===== config.mk =====
export PLATFORM = sky130hd
export DESIGN_NAME = sprite_fetch
export DESIGN_NICKNAME = d
export VERILOG_FILES = /design/src/rtl/sprite_pkg.sv /design/src/rtl/sprite_anim_fsm.sv /design/src/rtl/sprite_fetch.sv
export SDC_FILE = /design/constraint.sdc
export NUM_CORES = 1
export LEC_CHECK = 0
export ABC_AREA = 1
export CAP_MARGIN = 20
export CORE_ASPECT_RATIO = 1.2
export CORE_UTILIZATION = 55
export CTS_BUF_LIST = sky130_fd_sc_hd__clkbuf_4 sky130_fd_sc_hd__clkbuf_8
export DETAILED_ROUTE_END_ITERATION = 8
export DONT_BUFFER_PORTS = 1
export HOLD_SLACK_MARGIN = 0.1
export MAX_ROUTING_LAYER = met4
export PLACE_DENSITY = 0.73
export SETUP_SLACK_MARGIN = 0.5
export SYNTH_ARGS = -nofsm -noshare
export SYNTH_HDL_FRONTEND = slang
export SYNTH_SLANG_ARGS = --single-unit

===== constraint.sdc =====
create_clock -name Clk -period 3.5 [get_ports Clk]
set_clock_uncertainty 0.1 [all_clocks]
set_input_delay 0.7 -clock Clk [delete_from_list [all_inputs] [get_ports Clk]]
set_output_delay 0.7 -clock Clk [all_outputs]
set_load 0.01 [all_outputs]

===== src/rtl/sprite_pkg.sv =====
// Shared sprite geometry, sheet layout types and the sheet address helper used
// by the fetch stage and the sprite RAM.
package sprite_pkg;

  localparam int SPR_W  = 16;
  localparam int SPR_H  = 16;
  localparam int FRAMES = 3;
  localparam int ADDR_W = 19;
  localparam int IDX_W  = 5;

  typedef enum logic [1:0] {
    DIR_DOWN  = 2'd0,
    DIR_UP    = 2'd1,
    DIR_LEFT  = 2'd2,
    DIR_RIGHT = 2'd3
  } dir_t;

  typedef enum logic [1:0] {
    ANIM_IDLE   = 2'd0,
    ANIM_STEP_A = 2'd1,
    ANIM_MID    = 2'd2,
    ANIM_STEP_B = 2'd3
  } anim_state_t;

  // Sheet is laid out as rows of (direction, frame), each SPR_H lines of SPR_W pixels
  function automatic logic [ADDR_W-1:0] sheet_addr(
    input logic [ADDR_W-1:0] base,
    input logic [1:0]        dir,
    input logic [1:0]        frame,
    input logic [ADDR_W-1:0] dy,
    input logic [ADDR_W-1:0] dx
  );
    logic [ADDR_W-1:0] row;
    row = ADDR_W'(dir) * ADDR_W'(FRAMES) + ADDR_W'(frame);
    return base + (row * ADDR_W'(SPR_H) + dy) * ADDR_W'(SPR_W) + dx;
  endfunction

endpackage


===== src/rtl/sprite_anim_fsm.sv =====
// Walk-animation sequencer advanced once per frame_tick; selects the sheet
// frame (0 stand, 1 step A, 2 step B).
module sprite_anim_fsm
  import sprite_pkg::*;
#(
  parameter int TICKS_PER_STEP = 8
) (
  input  logic       Clk,
  input  logic       Reset,
  input  logic       frame_tick,
  input  logic       moving,
  output logic [1:0] frame
);

  localparam int CNT_W = (TICKS_PER_STEP > 1) ? $clog2(TICKS_PER_STEP) : 1;
  localparam logic [CNT_W-1:0] CNT_LAST = CNT_W'(TICKS_PER_STEP - 1);

  anim_state_t      r_state, w_state_nxt;
  logic [CNT_W-1:0] r_cnt, w_cnt_nxt;
  logic             r_next_b, w_next_b_nxt;
  logic [1:0]       r_frame;

  function automatic logic [1:0] frame_of(input anim_state_t st);
    case (st)
      ANIM_STEP_A: return 2'd1;
      ANIM_STEP_B: return 2'd2;
      default:     return 2'd0;
    endcase
  endfunction

  // Next-state logic; r_next_b remembers which step follows the MID pose
  always_comb begin
    w_state_nxt  = r_state;
    w_cnt_nxt    = r_cnt;
    w_next_b_nxt = r_next_b;
    if (frame_tick) begin
      if (!moving) begin
        w_state_nxt = ANIM_IDLE;
        w_cnt_nxt   = '0;
      end else if (r_state == ANIM_IDLE) begin
        w_state_nxt = ANIM_STEP_A;
        w_cnt_nxt   = '0;
      end else if (r_cnt == CNT_LAST) begin
        w_cnt_nxt = '0;
        case (r_state)
          ANIM_STEP_A: begin
            w_state_nxt  = ANIM_MID;
            w_next_b_nxt = 1'b1;
          end
          ANIM_MID: w_state_nxt = r_next_b ? ANIM_STEP_B : ANIM_STEP_A;
          ANIM_STEP_B: begin
            w_state_nxt  = ANIM_MID;
            w_next_b_nxt = 1'b0;
          end
          default: w_state_nxt = ANIM_IDLE;
        endcase
      end else begin
        w_cnt_nxt = r_cnt + 1'b1;
      end
    end else begin
      w_state_nxt = r_state;
    end
  end

  // State, counter, step flag and registered frame output
  always_ff @(posedge Clk) begin
    if (Reset) begin
      r_state  <= ANIM_IDLE;
      r_cnt    <= '0;
      r_next_b <= 1'b0;
      r_frame  <= 2'd0;
    end else begin
      r_state  <= w_state_nxt;
      r_cnt    <= w_cnt_nxt;
      r_next_b <= w_next_b_nxt;
      r_frame  <= frame_of(w_state_nxt);
    end
  end

  assign frame = r_frame;

endmodule


===== src/rtl/sprite_fetch.sv =====
// Sprite hit test and sheet address generation, realigned with the sprite RAM's
// one-cycle read latency; position/direction latched once per frame.
module sprite_fetch
  import sprite_pkg::*;
#(
  parameter int                TICKS_PER_STEP = 8,
  parameter logic [ADDR_W-1:0] BASE_ADDR      = 19'd0
) (
  input  logic              Clk,
  input  logic              Reset,
  input  logic              frame_tick,
  input  logic [9:0]        sprite_x,
  input  logic [9:0]        sprite_y,
  input  logic [1:0]        dir,
  input  logic              moving,
  input  logic [9:0]        DrawX,
  input  logic [9:0]        DrawY,
  input  logic              pix_valid,
  output logic [ADDR_W-1:0] read_address,
  input  logic [IDX_W-1:0]  sprite_index,
  output logic              pixel_on,
  output logic [IDX_W-1:0]  palette_idx,
  output logic              out_valid
);

  logic [9:0]        r_sx, r_sy;
  dir_t              r_dir;
  logic [1:0]        w_frame;
  logic [10:0]       w_dx, w_dy;
  logic              w_hit, w_opaque;
  logic [ADDR_W-1:0] w_addr;
  logic [ADDR_W-1:0] r_read_address;
  logic              r_hit1, r_pv1, r_hit2, r_pv2;
  logic              r_pixel_on, r_out_valid;
  logic [IDX_W-1:0]  r_palette_idx;

  sprite_anim_fsm #(.TICKS_PER_STEP(TICKS_PER_STEP)) u_anim (
    .Clk       (Clk),
    .Reset     (Reset),
    .frame_tick(frame_tick),
    .moving    (moving),
    .frame     (w_frame)
  );

  // Shadow position/direction, refreshed only at vertical blank
  always_ff @(posedge Clk) begin
    if (Reset) begin
      r_sx  <= 10'd0;
      r_sy  <= 10'd0;
      r_dir <= DIR_DOWN;
    end else if (frame_tick) begin
      r_sx  <= sprite_x;
      r_sy  <= sprite_y;
      r_dir <= dir_t'(dir);
    end
  end

  // Bit 10 of the 11-bit difference flags pixels left of / above the sprite
  always_comb begin
    w_dx     = {1'b0, DrawX} - {1'b0, r_sx};
    w_dy     = {1'b0, DrawY} - {1'b0, r_sy};
    w_hit    = pix_valid & ~w_dx[10] & ~w_dy[10] &
               (w_dx < 11'(SPR_W)) & (w_dy < 11'(SPR_H));
    w_opaque = (sprite_index != {IDX_W{1'b0}});
    if (w_hit) begin
      w_addr = sheet_addr(BASE_ADDR, r_dir, w_frame, ADDR_W'(w_dy), ADDR_W'(w_dx));
    end else begin
      w_addr = BASE_ADDR;
    end
  end

  // Three-stage pipeline: address issue, RAM wait, colour resolve
  always_ff @(posedge Clk) begin
    if (Reset) begin
      r_read_address <= BASE_ADDR;
      r_hit1         <= 1'b0;
      r_pv1          <= 1'b0;
      r_hit2         <= 1'b0;
      r_pv2          <= 1'b0;
      r_pixel_on     <= 1'b0;
      r_palette_idx  <= {IDX_W{1'b0}};
      r_out_valid    <= 1'b0;
    end else begin
      r_read_address <= w_addr;
      r_hit1         <= w_hit;
      r_pv1          <= pix_valid;
      r_hit2         <= r_hit1;
      r_pv2          <= r_pv1;
      r_pixel_on     <= r_hit2 & w_opaque;
      r_palette_idx  <= (r_hit2 & w_opaque) ? sprite_index : {IDX_W{1'b0}};
      r_out_valid    <= r_pv2;
    end
  end

  assign read_address = r_read_address;
  assign pixel_on     = r_pixel_on;
  assign palette_idx  = r_palette_idx;
  assign out_valid    = r_out_valid;

endmodule


# After elaboration in Yosys (flattened, before gate mapping)
# Index checks and enable logic that the tools add are counted.
dict set report totals {
  register_bits 60
  inputBits 52
  wordCells 58
}
dict set report classes {
  addsub 6
  multipliers 1
  magnitude_cmp 2
  n_eq_ne 6
  mux 11
  bitwise_logic 10
  n_reduce_logical 7
}
# cell n
set ops {}
lappend ops {{$lt A11 B5 Y1 const B} 2}
lappend ops {{$sub A10 B10 Y11} 2}
lappend ops {{$add A16 B11 Y17} 1}
lappend ops {{$add A9 B11 Y12} 1}
lappend ops {{$mux W2} 5}
lappend ops {{$mux W3} 3}
lappend ops {{$pmux W2 S2} 2}
lappend ops {{$eq A2 B2 Y1 const B} 3}
lappend ops {{$reduce_or A2 Y1} 3}
lappend ops {{$add A4 B2 Y5} 1}
lappend ops {{$and A1 B1 Y1} 5}
lappend ops {{$not A1 Y1} 5}
lappend ops {{$reduce_and A5 Y1} 1}
lappend ops {{$reduce_bool A5 Y1} 1}
lappend ops {{$eq A2 B1 Y1 const B} 2}
lappend ops {{$mul A2 B2 Y4 const B} 1}
lappend ops {{$add A3 B1 Y3 const B} 1}
lappend ops {{$eq A3 B3 Y1 const B} 1}
lappend ops {{$logic_not A2 Y1} 1}
lappend ops {{$pmux W1 S2} 1}
lappend ops {{$reduce_bool A2 Y1} 1}

# Longest topological paths before layout
dict set report logic_depth {
  word_depth 9
  ltp_mapped 19
  ltp_nobuf 19
}

# Modules after synthesis
# A second synthesis with hierarchy kept.
dict set report unflattened {
  cells_unflattened 476
  hier_area_um2 3502.1
}
# mod n_inst cells_each area_per_inst_um2
set modules_own_cells {}
lappend modules_own_cells {sprite_fetch 1 428 3148.0}
lappend modules_own_cells {sprite_anim_fsm 1 48 354.1}

# Least setup slack after synthesis
# No wires, ideal clock.
dict set report synth_timing {
  path_type {input to register}
  from {input port DrawY[0]}
  to {register r_read_address[13], in the netlist read_address[13]}
  arrival_time_ns 3.623
  required_time_ns 3.284
  setup_slack_ns -0.339
  path_stages 19
  n_path_buf 0
  path_cell_list {inv_1 -> ha_1 -> inv_1 -> fa_1 -> nand3_1 -> nand3_2 -> nand2_1 -> nand2_1 -> ha_1 -> fa_1 -> xor2_1 -> ha_1 -> nand2_1 -> nor3_1 -> nor2_1 -> or2_2 -> nor2_1 -> xor2_1 -> nor2_2}
}
dict set report synth_via {
  elab_chain_len 7
  elab_cells_between_ends 10
  classes_between {add/sub: 3; order compare: 1; bitwise: 5; reduce/logical: 1}
}
# item line
set synth_rtl {}
lappend synth_rtl {{start, declared} sprite_fetch.sv:17} ;# input logic [9:0] DrawY,
lappend synth_rtl {{$sub A10 B10 Y11 *} sprite_fetch.sv:61} ;# w_dy = {1'b0, DrawY} - {1'b0, r_sy};
lappend synth_rtl {{parallel branches: the longest is 6 deep, another holds $add A16 B11 Y17} n/a}
lappend synth_rtl {{end signal, assigned} sprite_fetch.sv:84} ;# r_read_address <= w_addr;
lappend synth_rtl {{end, declared} sprite_fetch.sv:32} ;# logic [ADDR_W-1:0] r_read_address;
# Every way passes the cells marked *.
# A chain may end at the register's enable or synchronous reset.

# Worst setup path in the final report
dict set report layout_timing {
  from {register u_anim.r_frame[1], in the netlist u_anim.frame[1]}
  to {register r_read_address[11], in the netlist read_address[11]}
}
dict set report layout_via {
  elab_chain_len 3
}
# item line
set layout_rtl {}
lappend layout_rtl {{start, declared} sprite_anim_fsm.sv:21} ;# logic [1:0] r_frame;
lappend layout_rtl {{start signal, assigned} sprite_anim_fsm.sv:76} ;# r_frame <= frame_of(w_state_nxt);
lappend layout_rtl {{$add A4 B2 Y5} sprite_pkg.sv:34} ;# row = ADDR_W'(dir) * ADDR_W'(FRAMES) + ADDR_W'(frame);
lappend layout_rtl {{$add A9 B11 Y12} sprite_pkg.sv:35} ;# return base + (row * ADDR_W'(SPR_H) + dy) * ADDR_W'(SPR_W) + dx;
lappend layout_rtl {{$add A16 B11 Y17} sprite_pkg.sv:35}
# No other way between the ends.

==> report_table.html <==
<table>
<tr><th>Metric</th><th>Value</th></tr>
<tr><th colspan="2">Synth</th></tr>
<tr><td>Leading register cell type out of synthesis</td><td>sky130_fd_sc_hd__dfxtp_1</td></tr>
<tr><td>Cell type with the highest aggregate area in the netlist</td><td>sky130_fd_sc_hd__dfxtp_1</td></tr>
<tr><td>Total number of yosys warnings</td><td>0</td></tr>
<tr><td>Dominant cell by count in the synthesized netlist</td><td>sky130_fd_sc_hd__inv_1</td></tr>
<tr><td>Cells after synthesis</td><td>475</td></tr>
<tr><td>EDFF count, synth</td><td>0</td></tr>
<tr><td>Area share of the leading cell type in the synthesized netlist</td><td>0.3343</td></tr>
<tr><td>Flip-flop and latch count after synthesis</td><td>58</td></tr>
<tr><td>Cells taking the most area after synthesis</td><td>sky130_fd_sc_hd__dfxtp_1 (33%), sky130_fd_sc_hd__ha_1 (13%), sky130_fd_sc_hd__inv_1 (9.8%)</td></tr>
<tr><td>Netlist Area Pre-Place</td><td>3473 µm²</td></tr>
<tr><td>Share of synthesized area occupied by flip-flops and latches</td><td>0.3343</td></tr>
<tr><td>Ranking of synthesized cells by instance count</td><td>sky130_fd_sc_hd__inv_1 (91), sky130_fd_sc_hd__nand2_1 (83), sky130_fd_sc_hd__dfxtp_1 (58)</td></tr>
<tr><td>Synth Area per Inst</td><td>7.312 µm²</td></tr>
<tr><td>Distinct cell type count of the synthesized netlist</td><td>29</td></tr>
<tr><td>Asr flop ratio synth</td><td>0</td></tr>
<tr><th colspan="2">Cells and area</th></tr>
<tr><td>Net count reported at finish</td><td>601</td></tr>
<tr><td>Finished Core Util</td><td>0.6764</td></tr>
<tr><td>Synthesis-to-layout area growth</td><td>17.83%</td></tr>
<tr><td>Layout cell share with drive strength beyond 1</td><td>0.1859</td></tr>
<tr><td>N_diodes</td><td>0</td></tr>
<tr><td>Fill cell count</td><td>528</td></tr>
<tr><td>Final non-filler cell area</td><td>4093 µm²</td></tr>
<tr><th colspan="2">Timing</th></tr>
<tr><td>Final worst-path cycle share</td><td>0.9741</td></tr>
<tr><td>Final max-slew violation count</td><td>0</td></tr>
<tr><td>Worst hold margin</td><td>309.7 ps</td></tr>
<tr><td>Worst slew margin relative to its limit</td><td>0.5333</td></tr>
<tr><td>Transition at the pin with the smallest max-transition slack</td><td>699.3 ps</td></tr>
<tr><td>Setup repair after global routing missed its margin</td><td>yes</td></tr>
<tr><td>Final setup fails</td><td>0</td></tr>
<tr><td>Total Negative Setup Slacks</td><td>0 ps</td></tr>
<tr><td>Upper clock frequency limit</td><td>293.3 MHz</td></tr>
<tr><td>Final Critical Period</td><td>3409 ps</td></tr>
<tr><td>Hold violation total from the final report</td><td>0</td></tr>
<tr><th colspan="2">Worst hold path</th></tr>
<tr><td>Path category of the worst min-delay check</td><td>reg -&gt; reg</td></tr>
<tr><td>Source of the worst hold timing path</td><td>r_pv2$_SDFF_PP0_</td></tr>
<tr><td>Hold-critical path endpoint</td><td>out_valid$_SDFF_PP0_</td></tr>
<tr><td>Depth of the worst hold-timing path</td><td>2</td></tr>
<tr><th colspan="2">Placement</th></tr>
<tr><td>Dpl hpwl</td><td>5.597 mm</td></tr>
<tr><td>PortBufs</td><td>0</td></tr>
<tr><td>Instance area at placement</td><td>3760 µm²</td></tr>
<tr><td>Placer congestion estimate</td><td>0.9336</td></tr>
<tr><th colspan="2">Power</th></tr>
<tr><td>Sw Ratio</td><td>0.3307</td></tr>
<tr><td>Power, Total</td><td>0.002229 W</td></tr>
<tr><td>LEAKAGE</td><td>2.028 nW</td></tr>
<tr><td>Relative contribution of the clock network to total power</td><td>0.274</td></tr>
<tr><td>Share of total power in sequential cells</td><td>0.310</td></tr>
<tr><td>Pint</td><td>0.001492 W</td></tr>
<tr><td>Max rail drop VDD</td><td>0.0003470 V</td></tr>
<tr><td>Pwr Density</td><td>544.7 nW/µm²</td></tr>
<tr><td>Total net switching power</td><td>0.0007372 W</td></tr>
<tr><td>Fraction of power consumed by combinational cells</td><td>0.415</td></tr>
<tr><th colspan="2">Floorplanning</th></tr>
<tr><td>Die outline height</td><td>89.05 µm</td></tr>
<tr><td>Placement row count</td><td>31</td></tr>
<tr><td>Effective utilization at floorplan</td><td>0.5740</td></tr>
<tr><td>X dimension of the die</td><td>74.55 µm</td></tr>
<tr><td>Area of the die</td><td>6638 µm²</td></tr>
<tr><td>Ports placed on the boundary</td><td>78</td></tr>
<tr><td>Core area</td><td>6051 µm²</td></tr>
<tr><th colspan="2">Critical path</th></tr>
<tr><td>Launching point of the worst reg2reg path</td><td>u_anim.frame[1]$_SDFF_PP0_</td></tr>
<tr><td>Critical path launch point type</td><td>flop</td></tr>
<tr><td>Buffer and inverter count on the worst path</td><td>7</td></tr>
<tr><td>Endpoint of the most critical register-to-register path</td><td>read_address[11]$_SDFF_PP0_</td></tr>
<tr><td>Endpoint class of the critical path</td><td>flop</td></tr>
<tr><td>Most used cell along the critical path</td><td>sky130_fd_sc_hd__inv_2</td></tr>
<tr><td>Required time of the worst setup path</td><td>3620 ps</td></tr>
<tr><td>Largest stage delay on the critical path</td><td>500 ps</td></tr>
<tr><td>Category of the most critical setup path</td><td>reg -&gt; reg</td></tr>
<tr><td>Reg2reg path depth</td><td>19</td></tr>
<tr><td>Arrival time worst endpoint</td><td>3530 ps</td></tr>
<tr><td>CP Cell Sequence</td><td>inv_2, fa_1, inv_1, ha_2, inv_2, fa_1, inv_2, ha_4, xor2_2, ha_1, buf_6, a21oi_2, o21ai_1, nor2_1, or2_4, buf_4, buf_6, nand2_2, nor2_2</td></tr>
<tr><td>Worst reg-to-reg setup slack</td><td>90 ps</td></tr>
<tr><td>Kind of cell adding the most delay to the critical path</td><td>adder cells</td></tr>
<tr><td>Critical path's slowest cell</td><td>sky130_fd_sc_hd__fa_1</td></tr>
<tr><td>CP Max Fanout</td><td>2</td></tr>
<tr><th colspan="2">Routing</th></tr>
<tr><td>Count of routing violations after the opening detailed-route iteration</td><td>85</td></tr>
<tr><td>Drt wl/cell</td><td>12.08 µm</td></tr>
<tr><td>Routed Antenna Nets</td><td>0</td></tr>
<tr><td>Drc violations</td><td>0</td></tr>
<tr><td>Routed wire length</td><td>7.162 mm</td></tr>
<tr><td>Number of vias per cell after detailed routing</td><td>4.993</td></tr>
<tr><td>Total iterations of the first detailed-routing run</td><td>4</td></tr>
<tr><td>Total via count in the routed design</td><td>2961</td></tr>
<tr><th colspan="2">CTS</th></tr>
<tr><td>CTS sink count</td><td>58</td></tr>
<tr><td>Clock transition at the registers of the reported paths</td><td>60 ps</td></tr>
<tr><td>Number of clock buffers inserted by TritonCTS</td><td>9</td></tr>
<tr><td>Clock tree from TritonCTS</td><td>done</td></tr>
<tr><td>Largest buffer count on any clock path</td><td>2</td></tr>
<tr><td>Master cell of the clock root buffer</td><td>sky130_fd_sc_hd__clkbuf_8</td></tr>
<tr><td>Insertion delay to the later sink of the worst-skew pair</td><td>340 ps</td></tr>
<tr><td>H-tree levels</td><td>3</td></tr>
<tr><th colspan="2">Global routing</th></tr>
<tr><td>First-pass GRT wire length</td><td>11.93 mm</td></tr>
<tr><td>Initial antenna violation count</td><td>0</td></tr>
<tr><td>Largest net degree at the start of global routing</td><td>29</td></tr>
<tr><td>Vias in the first global route</td><td>2920</td></tr>
<tr><td>GRT Resource Usage Total</td><td>0.2435</td></tr>
<tr><td>Overflow left after global routing</td><td>0</td></tr>
<tr><th colspan="2">Run</th></tr>
<tr><td>Number of max-cap violations</td><td>0</td></tr>
<tr><th colspan="2">Run status</th></tr>
<tr><td>Run status</td><td>finished, final reports clean</td></tr>
</table>
[cell usage in the layout, fill, tap and decap left out, types with 2 or more instances in the layout]
| cell | synthesis | layout |
|---|---|---|
| sky130_fd_sc_hd__clkbuf_8 | 0 | 11 |
| sky130_fd_sc_hd__dfxtp_1 | 58 | 56 |
| sky130_fd_sc_hd__nor2_1 | 39 | 38 |
| sky130_fd_sc_hd__xnor2_1 | 8 | 7 |
| sky130_fd_sc_hd__ha_1 | 35 | 29 |
| sky130_fd_sc_hd__ha_4 | 0 | 4 |
| sky130_fd_sc_hd__o21bai_1 | 2 | 2 |
| sky130_fd_sc_hd__dfxtp_2 | 0 | 2 |
| sky130_fd_sc_hd__inv_1 | 91 | 85 |
| sky130_fd_sc_hd__conb_1 | 1 | 5 |
| sky130_fd_sc_hd__fa_1 | 6 | 3 |
| sky130_fd_sc_hd__nor3_1 | 3 | 2 |
| sky130_fd_sc_hd__o21ai_1 | 0 | 2 |
| sky130_fd_sc_hd__ha_2 | 0 | 2 |
| sky130_fd_sc_hd__nor2_2 | 10 | 11 |
| sky130_fd_sc_hd__nand3b_1 | 2 | 2 |
| sky130_fd_sc_hd__a21oi_1 | 44 | 41 |
| sky130_fd_sc_hd__xor2_1 | 11 | 10 |
| sky130_fd_sc_hd__clkinv_2 | 0 | 2 |
| sky130_fd_sc_hd__inv_2 | 5 | 9 |
| sky130_fd_sc_hd__a21oi_2 | 0 | 3 |
| sky130_fd_sc_hd__nand2_1 | 83 | 81 |
| sky130_fd_sc_hd__buf_4 | 2 | 24 |
| sky130_fd_sc_hd__nand3_2 | 3 | 3 |
| sky130_fd_sc_hd__xor2_2 | 1 | 2 |
| sky130_fd_sc_hd__nand2_2 | 5 | 7 |
| sky130_fd_sc_hd__o21ai_0 | 30 | 27 |
| sky130_fd_sc_hd__buf_6 | 1 | 4 |
| sky130_fd_sc_hd__nand3_1 | 18 | 17 |
| sky130_fd_sc_hd__fa_2 | 0 | 3 |
| sky130_fd_sc_hd__nand4_1 | 5 | 5 |
[cell families after synthesis]
logic type,synth area share
buffers and inverters,0.1189
AOI/OAI and AO/OA,0.1178
other,0.001080
and+or+nand+nor,0.2147
adders and majority gates,0.1607
DFF,0.3343
xor gates and xnor gates,0.05260
[stage by stage]
step / instances / setup slack, ps
after CTS: 591 / 52.45
after global routing: 593 / -87.75
final: 593 / 90.51
after detailed placement: 572 / -218.8
after floorplan: 479 / -125.6
after global placement: 572 / -159.8
[power by group through the flow]
stage                     logic (W)  registers, W  clock network, W
final                      0.000926      0.000692          0.000612
after global routing        0.00103      0.000693          0.000649
after CTS                  0.000865      0.000692          0.000623
after detailed placement   0.000750      0.000706                 0
after global placement     0.000726      0.000706                 0
after floorplan            0.000571      0.000704                 0
[how the worst max path moves through the flow]
stage,cells past startpoint,start,end,slack (ps)
2_1_floorplan,19,DrawY[0],read_address[13]$_SDFF_PP0_,-130
3_3_place_gp,19,DrawY[0],read_address[13]$_SDFF_PP0_,-160
3_5_place_dp,19,DrawY[0],read_address[13]$_SDFF_PP0_,-220
4_1_cts,18,u_anim.frame[1]$_SDFF_PP0_,read_address[13]$_SDFF_PP0_,50
5_1_grt,18,u_anim.frame[1]$_SDFF_PP0_,read_address[13]$_SDFF_PP0_,-90
6_report,19,u_anim.frame[1]$_SDFF_PP0_,read_address[11]$_SDFF_PP0_,90
[worst register-to-register path, cell delays in order (launching register included)]
cell and delay, ps:
sky130_fd_sc_hd__dfxtp_2 320, sky130_fd_sc_hd__inv_2 40, sky130_fd_sc_hd__fa_1 470, sky130_fd_sc_hd__inv_1 70
sky130_fd_sc_hd__ha_2 160, sky130_fd_sc_hd__inv_2 30, sky130_fd_sc_hd__fa_1 500, sky130_fd_sc_hd__inv_2 50
sky130_fd_sc_hd__ha_4 220, sky130_fd_sc_hd__xor2_2 170, sky130_fd_sc_hd__ha_1 320, sky130_fd_sc_hd__buf_6 110
sky130_fd_sc_hd__a21oi_2 40, sky130_fd_sc_hd__o21ai_1 70, sky130_fd_sc_hd__nor2_1 60, sky130_fd_sc_hd__or2_4 250
sky130_fd_sc_hd__buf_4 130, sky130_fd_sc_hd__buf_6 100, sky130_fd_sc_hd__nand2_2 50, sky130_fd_sc_hd__nor2_2 30
[what timing repair did]
action,in CTS,in global routing
hold buffers,0,0
resized for setup,15,8
buffers inserted,5,2
pin swaps,13,7
setup endpoints to repair,4,8
[state kept, by name, indices dropped and copies added (netlist names)]
name and flops:
r_sx 10, u_anim.r_cnt 3, r_dir 2, u_anim.r_state 2, r_hit2 1, u_anim.frame 2
u_anim.r_next_b 1, r_hit1 1, r_pv1 1, palette_idx 5, r_sy 10, out_valid 1
pixel_on 1, read_address 17, r_pv2 1
[area by class of cell]
| class | instances | area (µm²) | area share |
|---|---|---|---|
| Clock buffer | 11 | 151.4 | 0.03699 |
| Multi-Input combinational cell | 315 | 2034 | 0.4971 |
| Tap cell | 82 | 102.6 | 0.02507 |
| Sequential cell | 58 | 1164 | 0.2843 |
| Inverter | 96 | 375.4 | 0.09171 |
| Timing Repair Buffer | 28 | 225.2 | 0.05503 |
| Clock inverter | 3 | 40.04 | 0.009783 |
[layer usage]
layer | GRT usage | vias up | routed length (µm)
li1 | - | 1542 | -
met1 | 0.2568 | 1301 | 2971
met2 | 0.4136 | 93 | 3554
met3 | 0.06426 | 25 | 370
met4 | 0.1269 | 0 | 265
met5 | - | - | 0
Note: power is estimated with default switching activity, not from simulation.
